**config.mk**
```make
export PLATFORM = sky130hd
export DESIGN_NAME = pt_pair_writer
export DESIGN_NICKNAME = d
export VERILOG_FILES = /design/src/rtl/pt_pair_writer.sv
export SDC_FILE = /design/constraint.sdc
export NUM_CORES = 1
export LEC_CHECK = 0
export ABC_CLOCK_PERIOD_IN_PS = 6980
export CORE_MARGIN = 3
export CORE_UTILIZATION = 60
export DETAILED_ROUTE_END_ITERATION = 6
export GPL_ROUTABILITY_DRIVEN = 0
export PLACE_DENSITY = 0.8
export SLEW_MARGIN = 40
export SYNTH_ARGS = -nofsm -noshare
export SYNTH_HDL_FRONTEND = slang
export SYNTH_SLANG_ARGS = --single-unit
```
**constraint.sdc**
```tcl
create_clock -name clock -period 6.98 [get_ports clock]
set_input_delay 1.047 -clock clock [delete_from_list [all_inputs] [get_ports clock]]
set_output_delay 1.047 -clock clock [all_outputs]
set_load 0.03 [all_outputs]
```
**src/rtl/pt_pair_writer.sv**
```systemverilog
// Buffers filtered pixels in a small FIFO and writes horizontally adjacent
// pixel pairs to memory as one packed word, throttling the upstream source.
module pt_pair_writer #(
  parameter int DEPTH       = 8,
  parameter int LOG_DEPTH   = 3,
  parameter int SLACK       = 4,
  parameter int PIX_W       = 18,
  parameter int MEM_W       = 36,
  parameter int IMAGE_WIDTH = 640
) (
  input  logic             clock,
  input  logic             reset,
  input  logic             frame_flag,
  output logic             request,
  input  logic [PIX_W-1:0] pixel,
  input  logic [9:0]       x_in,
  input  logic [8:0]       y_in,
  input  logic             pixel_flag,
  output logic             pt_flag,
  output logic             pt_wr,
  output logic [9:0]       pt_x,
  output logic [8:0]       pt_y,
  output logic [MEM_W-1:0] pt_pixel_write,
  output logic [1:0]       pt_mask,
  input  logic             done_pt,
  output logic             overflow,
  output logic [1:0]       dbg_state_o
);

  // Handshakes: every cycle with pixel_flag high carries one entry (request is
  // flow control with SLACK entries of headroom, not a per-beat ready). pt_flag
  // rises with a stable word and holds until the cycle done_pt is seen high.
  localparam int CNT_W = LOG_DEPTH + 1;
  localparam int ENT_W = 19 + PIX_W;
  localparam logic [CNT_W-1:0] FULL_C      = CNT_W'(DEPTH);
  localparam logic [CNT_W-1:0] REQ_LIM_C   = CNT_W'(DEPTH - SLACK);
  localparam logic [9:0]       LAST_EVEN_X = 10'(IMAGE_WIDTH - 2);

  typedef enum logic [1:0] {
    IDLE  = 2'd0,
    FETCH = 2'd1,
    WRITE = 2'd2
  } state_t;

  state_t               state_q, state_d;
  logic [ENT_W-1:0]     mem_q [DEPTH];
  logic [LOG_DEPTH-1:0] wr_ptr_q, wr_ptr_d;
  logic [LOG_DEPTH-1:0] rd_ptr_q, rd_ptr_d;
  logic [LOG_DEPTH-1:0] rd_nxt;
  logic [CNT_W-1:0]     count_q, count_d;
  logic                 request_q, request_d;
  logic                 overflow_q, overflow_d;
  logic [9:0]           pt_x_q, pt_x_d;
  logic [8:0]           pt_y_q, pt_y_d;
  logic [MEM_W-1:0]     data_q, data_d;
  logic [1:0]           mask_q, mask_d;
  logic [1:0]           pop_cnt;
  logic                 push, full;
  logic [PIX_W-1:0]     h_pix, s_pix;
  logic [9:0]           h_x, s_x;
  logic [8:0]           h_y, s_y;
  logic                 pair_ok, hold_wait;

  assign full   = (count_q == FULL_C);
  assign push   = pixel_flag && !frame_flag && !full;
  assign rd_nxt = rd_ptr_q + LOG_DEPTH'(1);

  assign {h_y, h_x, h_pix} = mem_q[rd_ptr_q];
  assign {s_y, s_x, s_pix} = mem_q[rd_nxt];

  assign pair_ok   = (count_q >= CNT_W'(2)) && (s_y == h_y) && (s_x == h_x + 10'd1);
  // An even head waits for its partner, except the last even column whose
  // partner may never come before the row ends.
  assign hold_wait = !h_x[0] && (count_q == CNT_W'(1)) && (h_x != LAST_EVEN_X);

  always_comb begin
    state_d = state_q;
    pop_cnt = 2'd0;
    pt_x_d  = pt_x_q;
    pt_y_d  = pt_y_q;
    data_d  = data_q;
    mask_d  = mask_q;
    case (state_q)
      IDLE: begin
        if (!frame_flag && (count_q != '0)) state_d = FETCH;
      end
      FETCH: begin
        if (frame_flag) begin
          state_d = IDLE;
        end else if (!hold_wait) begin
          state_d = WRITE;
          pt_x_d  = {h_x[9:1], 1'b0};
          pt_y_d  = h_y;
          if (h_x[0]) begin
            pop_cnt = 2'd1;
            mask_d  = 2'b01;
            data_d  = {{PIX_W{1'b0}}, h_pix};
          end else if (pair_ok) begin
            pop_cnt = 2'd2;
            mask_d  = 2'b11;
            data_d  = {h_pix, s_pix};
          end else begin
            pop_cnt = 2'd1;
            mask_d  = 2'b10;
            data_d  = {h_pix, {PIX_W{1'b0}}};
          end
        end
      end
      WRITE: begin
        if (done_pt) state_d = IDLE;
      end
      default: state_d = IDLE;
    endcase
  end

  always_comb begin
    wr_ptr_d   = wr_ptr_q;
    rd_ptr_d   = rd_ptr_q;
    count_d    = count_q;
    overflow_d = overflow_q | (pixel_flag && !frame_flag && full);
    request_d  = (count_q <= REQ_LIM_C) && !frame_flag;
    if (frame_flag) begin
      wr_ptr_d = '0;
      rd_ptr_d = '0;
      count_d  = '0;
    end else begin
      if (push) wr_ptr_d = wr_ptr_q + LOG_DEPTH'(1);
      rd_ptr_d = rd_ptr_q + LOG_DEPTH'(pop_cnt);
      count_d  = count_q + CNT_W'(push) - CNT_W'(pop_cnt);
    end
  end

  always_ff @(posedge clock or posedge reset) begin
    if (reset) begin
      state_q    <= IDLE;
      wr_ptr_q   <= '0;
      rd_ptr_q   <= '0;
      count_q    <= '0;
      request_q  <= 1'b0;
      overflow_q <= 1'b0;
      pt_x_q     <= '0;
      pt_y_q     <= '0;
      data_q     <= '0;
      mask_q     <= '0;
    end else begin
      state_q    <= state_d;
      wr_ptr_q   <= wr_ptr_d;
      rd_ptr_q   <= rd_ptr_d;
      count_q    <= count_d;
      request_q  <= request_d;
      overflow_q <= overflow_d;
      pt_x_q     <= pt_x_d;
      pt_y_q     <= pt_y_d;
      data_q     <= data_d;
      mask_q     <= mask_d;
    end
  end

  always_ff @(posedge clock) begin
    if (push) mem_q[wr_ptr_q] <= {y_in, x_in, pixel};
  end

  assign request        = request_q;
  assign overflow       = overflow_q;
  assign pt_flag        = (state_q == WRITE);
  assign pt_wr          = (state_q == WRITE);
  assign pt_x           = pt_x_q;
  assign pt_y           = pt_y_q;
  assign pt_pixel_write = data_q;
  assign pt_mask        = mask_q;
  assign dbg_state_o    = state_q;

endmodule

```
After elaboration in Yosys (flattened, before gate mapping)
Memories as Yosys holds them, arrays and structs flattened.
Cells that the tools add are included.
{"block": "word_totals", "out_inout_bits": 63, "inputBits": 42, "ramBits": 296, "romBits": 0, "elab_cells": 69, "reg_bits": 70, "mem_count": 1, "latchBits": 0}
{"name": "mem_q", "words": 8, "word_bits": 37, "rd": 2, "rd_clocked_by_memory_dff": 0, "wr": 1, "line_no": "46", "source": "logic [ENT_W-1:0] mem_q [DEPTH];"}
{"block": "classes", "div": 0, "n_eq_ne": 10, "n_shift": 0, "order_cmp": 2, "mux": 20, "mul": 0, "add_sub_neg": 6, "reduce_logical": 17, "bitwise_logic": 3}
{"cell": "$mux W36", "count": 1}
{"cell": "$mux W2", "count": 10}
{"cell": "$mux W18", "count": 1}
{"cell": "$add A10 B1 Y10 const B", "count": 1}
{"cell": "$eq A10 B10 Y1", "count": 1}
{"cell": "$ne A10 B10 Y1 const B", "count": 1}
{"cell": "$eq A9 B9 Y1", "count": 1}
{"cell": "$logic_and A1 B1 Y1", "count": 9}
{"cell": "$mux W3", "count": 3}
{"cell": "$add A3 B1 Y3 const B", "count": 2}
{"cell": "$pmux W2 S3", "count": 1}
{"cell": "$reduce_and A3 Y1", "count": 2}
{"cell": "$add A4 B1 Y4", "count": 1}
{"cell": "$eq A4 B1 Y1 const B", "count": 1}
{"cell": "$eq A4 B4 Y1 const B", "count": 1}
{"cell": "$ge A4 B2 Y1 const B", "count": 1}
{"cell": "$le A4 B3 Y1 const B", "count": 1}
{"cell": "$mux W4", "count": 1}
{"cell": "$reduce_bool A4 Y1", "count": 1}
{"cell": "$sub A4 B2 Y4", "count": 1}
{"cell": "$add A3 B2 Y3", "count": 1}
{"cell": "$logic_not A1 Y1", "count": 3}
{"cell": "$mux W1", "count": 3}
{"cell": "$ne A3 B3 Y1 const B", "count": 1}
{"cell": "8 further kinds", "count": 9}

Depth between registers and ports, before layout
Gate-level depths: netlist (run 1).
An unclocked memory read counts as a cell.
{"block": "logic_depth", "depth_word": 12, "depth_mapped": 22}

Least setup slack after synthesis (run 1)
OpenSTA, ideal clock, no wires.
{"block": "synth_path", "path_type": "input to register", "start": "input port pixel_flag", "end": "memory mem_q[0][0] in the netlist's numbering (enable)", "path_buffers": 0, "arrival_ns": 5.003, "stages": 4, "path_slack_ns": 1.453, "setup_time_ns": 0.524, "required_time_ns": 6.456, "cell_sequence": "nor2b_1 > and2_1 > inv_1 > nor4_1"}
{"block": "synth_via", "elab_chain_len": 4}
{"element": "start, declared", "line_no": "18", "source": "input logic pixel_flag,"}
{"element": "$logic_and A1 B1 Y1 (2 in series)", "line_no": "65", "source": "assign push = pixel_flag && !frame_flag && !full;"}
{"element": "$mux W1", "line_no": "160", "source": "if (push) mem_q[wr_ptr_q] <= {y_in, x_in, pixel};"}
{"element": "$mux W1 (not written as such)", "line_no": "160"}
{"element": "end, declared", "line_no": "46"}
Every way passes these cells.

Final worst setup path (run 1)
{"block": "layout_path", "start": "register rd_ptr_q[0]", "end": "register count_q[2]"}
{"element": "start, declared", "line_no": "48", "source": "logic [LOG_DEPTH-1:0] rd_ptr_q, rd_ptr_d;"}
{"element": "start signal, assigned", "line_no": "148", "source": "rd_ptr_q <= rd_ptr_d;"}
{"element": "$mem_v2 Z8 W37 *"}
{"element": "named net h_x[1]", "line_no": "60", "source": "logic [9:0] h_x, s_x;"}
{"element": "$add A10 B1 Y10", "line_no": "71", "source": "assign pair_ok = (count_q >= CNT_W'(2)) && (s_y == h_y) && (s_x == h_x + 10'd1);"}
{"element": "$eq A10 B10 Y1", "line_no": "71"}
{"element": "$logic_and A1 B1 Y1", "line_no": "71"}
{"element": "$mux W2", "line_no": "98", "source": "end else if (pair_ok) begin"}
{"element": "$mux W2", "line_no": "94", "source": "if (h_x[0]) begin"}
{"element": "$mux W2 *", "line_no": "90", "source": "end else if (!hold_wait) begin"}
{"element": "$mux W2 *", "line_no": "88", "source": "if (frame_flag) begin"}
{"element": "$mux W2 *", "line_no": "83", "source": "case (state_q)"}
{"element": "$sub A4 B2 Y4 *", "line_no": "129", "source": "count_d = count_q + CNT_W'(push) - CNT_W'(pop_cnt);"}
{"element": "$mux W4 *", "line_no": "122", "source": "if (frame_flag) begin"}
{"element": "named net count_d[2]", "line_no": "50", "source": "logic [CNT_W-1:0] count_q, count_d;"}
{"element": "end signal, assigned", "line_no": "149", "source": "count_q <= count_d;"}
{"element": "end, declared", "line_no": "50"}
The timed path passes the listed nets; every way through them passes the cells marked *.
A chain may end at the register's enable or synchronous reset.

==> flow_summary.toml, run 1 <==
[placement]
dp.cells = 1438
post-place-ws_ns = 1.65
io_buffers = 103
dp_hpwl_mm = 24.8

[synthesis]
synth_ff_type = "edfxtp_1"
synth-seq-cells = 366
synth_top_family_by_area = "multiplexers"
synthAdderAreaFrac_pct = 1.16
ys_types = 58
yosys.area.top_type = "edfxtp_1"
synthCells = 998
synth_area_leaders = "edfxtp_1, mux4_2, dfrtp_1, mux2i_1, mux4_1"
synthSimpleGateAreaFrac_pct = 4.79
synth_area_mm2 = 0.0174
async_flop_share_pct = 19.1
synth_xor_area_share_pct = 2.05
synth_edf_count = 296
synth_area_per_cell_um2 = 17.5
synth_top_area_share_pct = 50.9
yosys_warnings = 0
synthMuxAreaShare_pct = 24.7
syn_nets = 1055
ys_seq_area_share_pct = 61.0
synth_compound_area_share_pct = 3.57

[final_layout]
fill_cells = 1746
drive_above_1_share_pct = 22.2
antennaDiodeCount = 0
layout_commonest_cell = "edfxtp_1"
layout_common_cells = "edfxtp_1, mux4_2, clkdlybuf4s50_1, mux2i_1, dfrtp_1"
layoutNonFillerInstCount = 1506
syn_to_final_growth_pct = 14.8
fin_nets = 1157

[global_route]
busiest_layer = "met2"
grt_usage_pct = 26.6
grt_antenna_before_repair = 0
grt_max_degree = 78
grtUsageMet1_pct = 37.5
use_met3_pct = 5.53
grt_pass1_wl_mm = 62.5
use_met2_pct = 43.3
grt_overflow = 0
grt_pass1_vias = 10451

[clocking]
cts_root_buf = "clkbuf_16"
htree_levels = 2
cts_tree = "yes"
cts_buffer_depth = 3
clock-sinks = 366
cts-buffers-inserted = 38
clk_pin_slew_ns = 0.06
post_cts_buffers = 0
cts_resized = 0
ctsHoldBuffers = 0
clk_latency_ns = 0.52

[route]
firstDrtPassIters = 5
vias = 10248
drtIter0Drc = 1246
wire_per_inst_um = 27.0
routed_wl_mm = 40.6
vias_per_cell = 6.80
ant_nets = 0
drc = 0

[pwr]
ir_drop_uv = 230
cellLeakagePower_uw = 0.00666
p_per_area_mw_per_mm2 = 341
p_total_uw = 6830

[critical_path]
startpoint_type = "flop"
crit_type = "reg2reg"
cp_slowest_cell = "dfrtp_4"
cp-end-kind = "flop"
cpMostUsedCell = "ha_1"
arrival_ns = 5.77
path_cells = "buf_4 > mux4_2 > mux2i_2 > inv_1 > ha_1 > xnor2_1 > nor3b_1 > a31oi_1 > or4_1 > a2111oi_4 > a21oi_1 > ha_1 > inv_1 > ha_1 > fa_1 > xnor2_1 > nor2_1"
slowest_delay_ns = 0.71
cp_max_fo = 27
worst-path-buf-inv = 3
critPathRequiredTime_ns = 7.36
crit_family = "adder cells"

[timing]
hold-worst-slack_ns = 0.473
finalSetupViolations = 0
fmax_mhz = 185
fin_skew_ns = 0.0202
slew_headroom_pct = 38.5
rsz0062_at_grt = "no"
period_needed_ns = 5.39
fin_ws_ns = 1.59
tns_ns = 0
fin_crit_sh_pct = 77.3
hold_viol = 0
slew_viol_final = 0
tightest_slew_ns = 0.914

[floorplan]
start_util_pct = 61.8
rows = 61
dieArea_mm2 = 0.0312
fp.dieW_um = 177
die_y_um = 177
core_area_mm2 = 0.0282
ioPinCount = 105

[status]
status = "finished, final reports clean"

[min_path]
min_path_type = "reg2reg"

[run]
drv_cap = 0
## path summary, 6_finish.rpt
| kind | start | cells after the start | end | slack [ns] |
|---|---|---|---|---|
| max | rd_ptr_q[0] | 17 | count_q[2] | 1.59 |
| min | pt_pixel_write[34] | 2 | pt_pixel_write[34] | 0.47 |
| min in group asynchronous | reset | 3 | dbg_state_o[1] | 1.05 |
| max in group asynchronous | reset | 3 | rd_ptr_q[0] | 5.40 |
| min reg2reg | pt_pixel_write[34] | 2 | pt_pixel_write[34] | 0.47 |
| max reg2reg | rd_ptr_q[0] | 17 | count_q[2] | 1.59 |
## report_power, final
part           switching (µW)  internal [µW]  total [µW]
sequential                173           2600        2780
combinational            1230            948        2180
clock                     787           1090        1870
total                    2190           4640        6830
## final cells by class
| cell class | count | area (µm²) | share of cell area [%] |
|---|---|---|---|
| clock buffer | 48 | 998 | 4.99 |
| inverter | 15 | 57.6 | 0.287 |
| timing repair buffer | 132 | 1260 | 6.32 |
| clock inverter | 20 | 150 | 0.750 |
| multi-input combinational | 547 | 6440 | 32.1 |
| tap | 378 | 473 | 2.36 |
| sequential | 366 | 10600 | 53.2 |
## routing by layer
| layer | wire [µm] | vias to the layer above |
|---|---|---|
| met3 | 3880 | 77 |
| met2 | 20300 | 539 |
| li1 | - | 4293 |
| met4 | 934 | 0 |
| met1 | 15500 | 5339 |
| met5 | 0 | - |
## Yosys cell counts (8+ instances only)
library cell and count:
edfxtp_1 296, mux4_2 140, mux2i_1 75, dfrtp_1 70, nand2_1 48, nor3_1 30
buf_2 29, o21ai_0 29, xor2_1 27, clkbuf_1 22, a21oi_1 21, or4_1 19
o31ai_1 18, nor2_1 17, inv_1 14, ha_1 13, xnor2_1 12, buf_6 11
mux4_1 11, o21ai_1 10, nor4_1 8
## registers in the layout (all words and copies together), names as in the netlist
register,count
overflow,1
wr_ptr_q,3
request,1
pt_y,9
dbg_state_o,2
pt_x,9
mem_q,296
pt_pixel_write,36
rd_ptr_q,3
count_q,4
pt_mask,2
## worst reg2reg max path: stages (launching register included)
cell       delay [ns]
dfrtp_4          0.71
buf_4            0.48
mux4_2           0.38
mux2i_2          0.38
inv_1            0.19
ha_1             0.33
xnor2_1          0.18
nor3b_1          0.20
a31oi_1          0.07
or4_1            0.60
a2111oi_4        0.37
a21oi_1          0.15
ha_1             0.31
inv_1            0.04
ha_1             0.20
fa_1             0.43
xnor2_1          0.18
nor2_1           0.05
## cells by family after synthesis
group | Yosys count
buffers and inverters | 85
other | 1
adders and majority gates | 15
muxes | 235
DFF | 366
AOI/OAI and AO/OA | 98
xor gates and xnor gates | 40
and+or+nand+nor | 158
## per-stage QoR
stage | utilization [%] | cell area (µm²)
4_1_cts | 70.9 | 20000
3_5_place_dp | 66.8 | 18900
2_1_floorplan | - | 17400
3_3_place_gp | 66.8 | 18900
6_report | 70.9 | 20000
5_1_grt | 70.9 | 20000
Note: power is estimated with default switching activity, not from simulation.
==> run 2: changes to the inputs <==
--- a/config.mk
+++ b/config.mk
@@ -5,7 +5,7 @@
 export SDC_FILE = /design/constraint.sdc
 export NUM_CORES = 1
 export LEC_CHECK = 0
-export ABC_CLOCK_PERIOD_IN_PS = 6980
+export ABC_CLOCK_PERIOD_IN_PS = 5100
 export CORE_MARGIN = 3
 export CORE_UTILIZATION = 60
 export DETAILED_ROUTE_END_ITERATION = 6
==> constraint.sdc (replaced) <==
create_clock -name clock -period 5.1 [get_ports clock]
set_input_delay 0.765 -clock clock [delete_from_list [all_inputs] [get_ports clock]]
set_output_delay 0.765 -clock clock [all_outputs]
set_load 0.03 [all_outputs]
==> run 2 against run 1 <==
Net effect:
- clock power grew 48%
- global-route usage grew 0.37 points
- non-clock buffer count grew 13
- die area is the same
- sequential power grew 36%
- maximum frequency grew 11%
- wire length grew 0.66%
- via count is essentially flat
- sequential cell count is the same
- largest cell class unchanged
==> flow_summary.toml, run 2 (synthesized netlist as in run 1, its figures left out) <==
[critical_path]
cp_max_fo = 11
slowest_delay_ns = 0.58
cp_slowest_cell = "dfrtp_4"
crit_type = "reg2reg"
startpoint_type = "flop"
arrival_ns = 5.24
critPathRequiredTime_ns = 5.47
cp-end-kind = "flop"
path_cells = "ha_4 > buf_4 > mux4_2 > mux2i_1 > xnor2_1 > xor2_1 > or4_1 > a2111oi_4 > a21oi_1 > ha_1 > inv_1 > ha_1 > fa_1 > xnor2_1 > nor2_1"

[timing]
fmax_mhz = 205
hold_viol = 0
slew_headroom_pct = 50.4
fin_skew_ns = 0.0207
hold-worst-slack_ns = 0.473
slew_viol_final = 0
fin_crit_sh_pct = 95.6
period_needed_ns = 4.87
tns_ns = 0
tightest_slew_ns = 0.744
rsz0062_at_grt = "no"
finalSetupViolations = 0

[pwr]
p_per_area_mw_per_mm2 = 474
ir_drop_uv = 328
cellLeakagePower_uw = 0.00679

[clocking]
cts-buffers-inserted = 38
clk_pin_slew_ns = 0.06
clk_latency_ns = 0.52
cts_tree = "yes"
post_cts_buffers = 0
cts_resized = 0
clock-sinks = 366
ctsHoldBuffers = 0
cts_root_buf = "clkbuf_16"
htree_levels = 2
cts_buffer_depth = 3

[route]
drtIter0Drc = 1217
firstDrtPassIters = 5
wire_per_inst_um = 26.9
vias_per_cell = 6.74
vias = 10251
ant_nets = 0
routed_wl_mm = 40.9
drc = 0

[final_layout]
largest_register_ffs = 296
layout_commonest_cell = "edfxtp_1"
syn_to_final_growth_pct = 16.4
layout_common_cells = "edfxtp_1, mux4_2, clkdlybuf4s50_1, mux2i_1, dfrtp_1"
drive_above_1_share_pct = 23.9
antennaDiodeCount = 0
top_register = "mem_q"
fin_nets = 1170

[global_route]
grt_antenna_before_repair = 1
grt_max_degree = 131
grt_pass1_vias = 10628
grt_usage_pct = 27.0
use_met2_pct = 42.7
grt_pass1_wl_mm = 63.3
grt_overflow = 0
use_met3_pct = 5.35
grtUsageMet1_pct = 38.8
busiest_layer = "met2"

[run]
drv_cap = 0

[floorplan]
rows = 61
ioPinCount = 105
dieArea_mm2 = 0.0312
start_util_pct = 61.8
fp.dieW_um = 177
die_y_um = 177
core_area_mm2 = 0.0282

[placement]
dp_hpwl_mm = 24.2
io_buffers = 103

[status]
status = "finished, final reports clean"

[min_path]
min_path_type = "reg2reg"
[run 2: cell count changes in the layout (fill, tap and decap cells not counted), moves of 2 or more]
cell and change:
inv_6 +2, clkbuf_8 +3, clkbuf_16 +3, buf_4 +8, clkinv_4 +3, clkinv_1 -7, clkinv_2 -5, buf_12 +4
clkinvlp_4 +4
[run 2: final timing paths]
path / start / end / slack (ns) / cells after the start
worst max-delay path: rd_ptr_q[0] / count_q[2] / 0.23 / 15
worst min-delay path: pt_pixel_write[21] / pt_pixel_write[21] / 0.47 / 2
worst max register to register: rd_ptr_q[0] / count_q[2] / 0.23 / 15
worst min register to register: pt_pixel_write[21] / pt_pixel_write[21] / 0.47 / 2
max in group asynchronous: reset / rd_ptr_q[0] / 3.68 / 3
min in group asynchronous: reset / pt_y[1] / 0.64 / 2
[run 2: metrics by stage]
stage / std cells / setup WS, ns / util (%) / total power (µW) / area, µm²
3_3_place_gp: 1451 / 0.411 / 67.4 / 6800 / 19000
5_1_grt: 1520 / 0.00447 / 71.9 / 10000 / 20300
4_1_cts: 1520 / 0.188 / 71.9 / 9670 / 20300
2_1_floorplan: 998 / 0.405 / - / 5830 / 17500
3_5_place_dp: 1451 / 0.218 / 67.4 / 6880 / 19000
6_report: 1520 / 0.226 / 71.9 / 9620 / 20300
[run 2: worst max-delay path: cells and delay by family (launching register included)]
family          cells  cell delay, ns
fa+ha+maj           4            1.43
mux                 2            0.70
simple gates        2            0.63
xor+xnor            3            0.59
flops               1            0.58
compound gates      2            0.49
buf+inv             2            0.32
[run 2: per-layer routing]
layer / up-vias / part of all wire (%)
met5: - / 0.022
met1: 5299 / 40
li1: 4311 / -
met4: 2 / 2.5
met3: 89 / 9.2
met2: 550 / 49
[run 2: area by class of cell]
class | instances | area (µm²)
inverter | 15 | 61.3
clock buffer | 53 | 1110
fill | 1725 | 7930
multi-input combinational | 547 | 6450
sequential | 366 | 10600
tap | 378 | 473
clock inverter | 16 | 153
timing repair buffer | 145 | 1420
[run 2: report_power, final]
part / internal, µW / switching, µW
sequential: 3560 / 227
combinational: 1340 / 1720
clock: 1640 / 1130
==> run 3: changes to the inputs <==
--- a/config.mk
+++ b/config.mk
@@ -5,7 +5,6 @@
 export SDC_FILE = /design/constraint.sdc
 export NUM_CORES = 1
 export LEC_CHECK = 0
-export ABC_CLOCK_PERIOD_IN_PS = 5100
 export CORE_MARGIN = 3
 export CORE_UTILIZATION = 60
 export DETAILED_ROUTE_END_ITERATION = 6
==> results of run 3 <==
The final DEF is identical to that of run 2; final timing and power are the same.
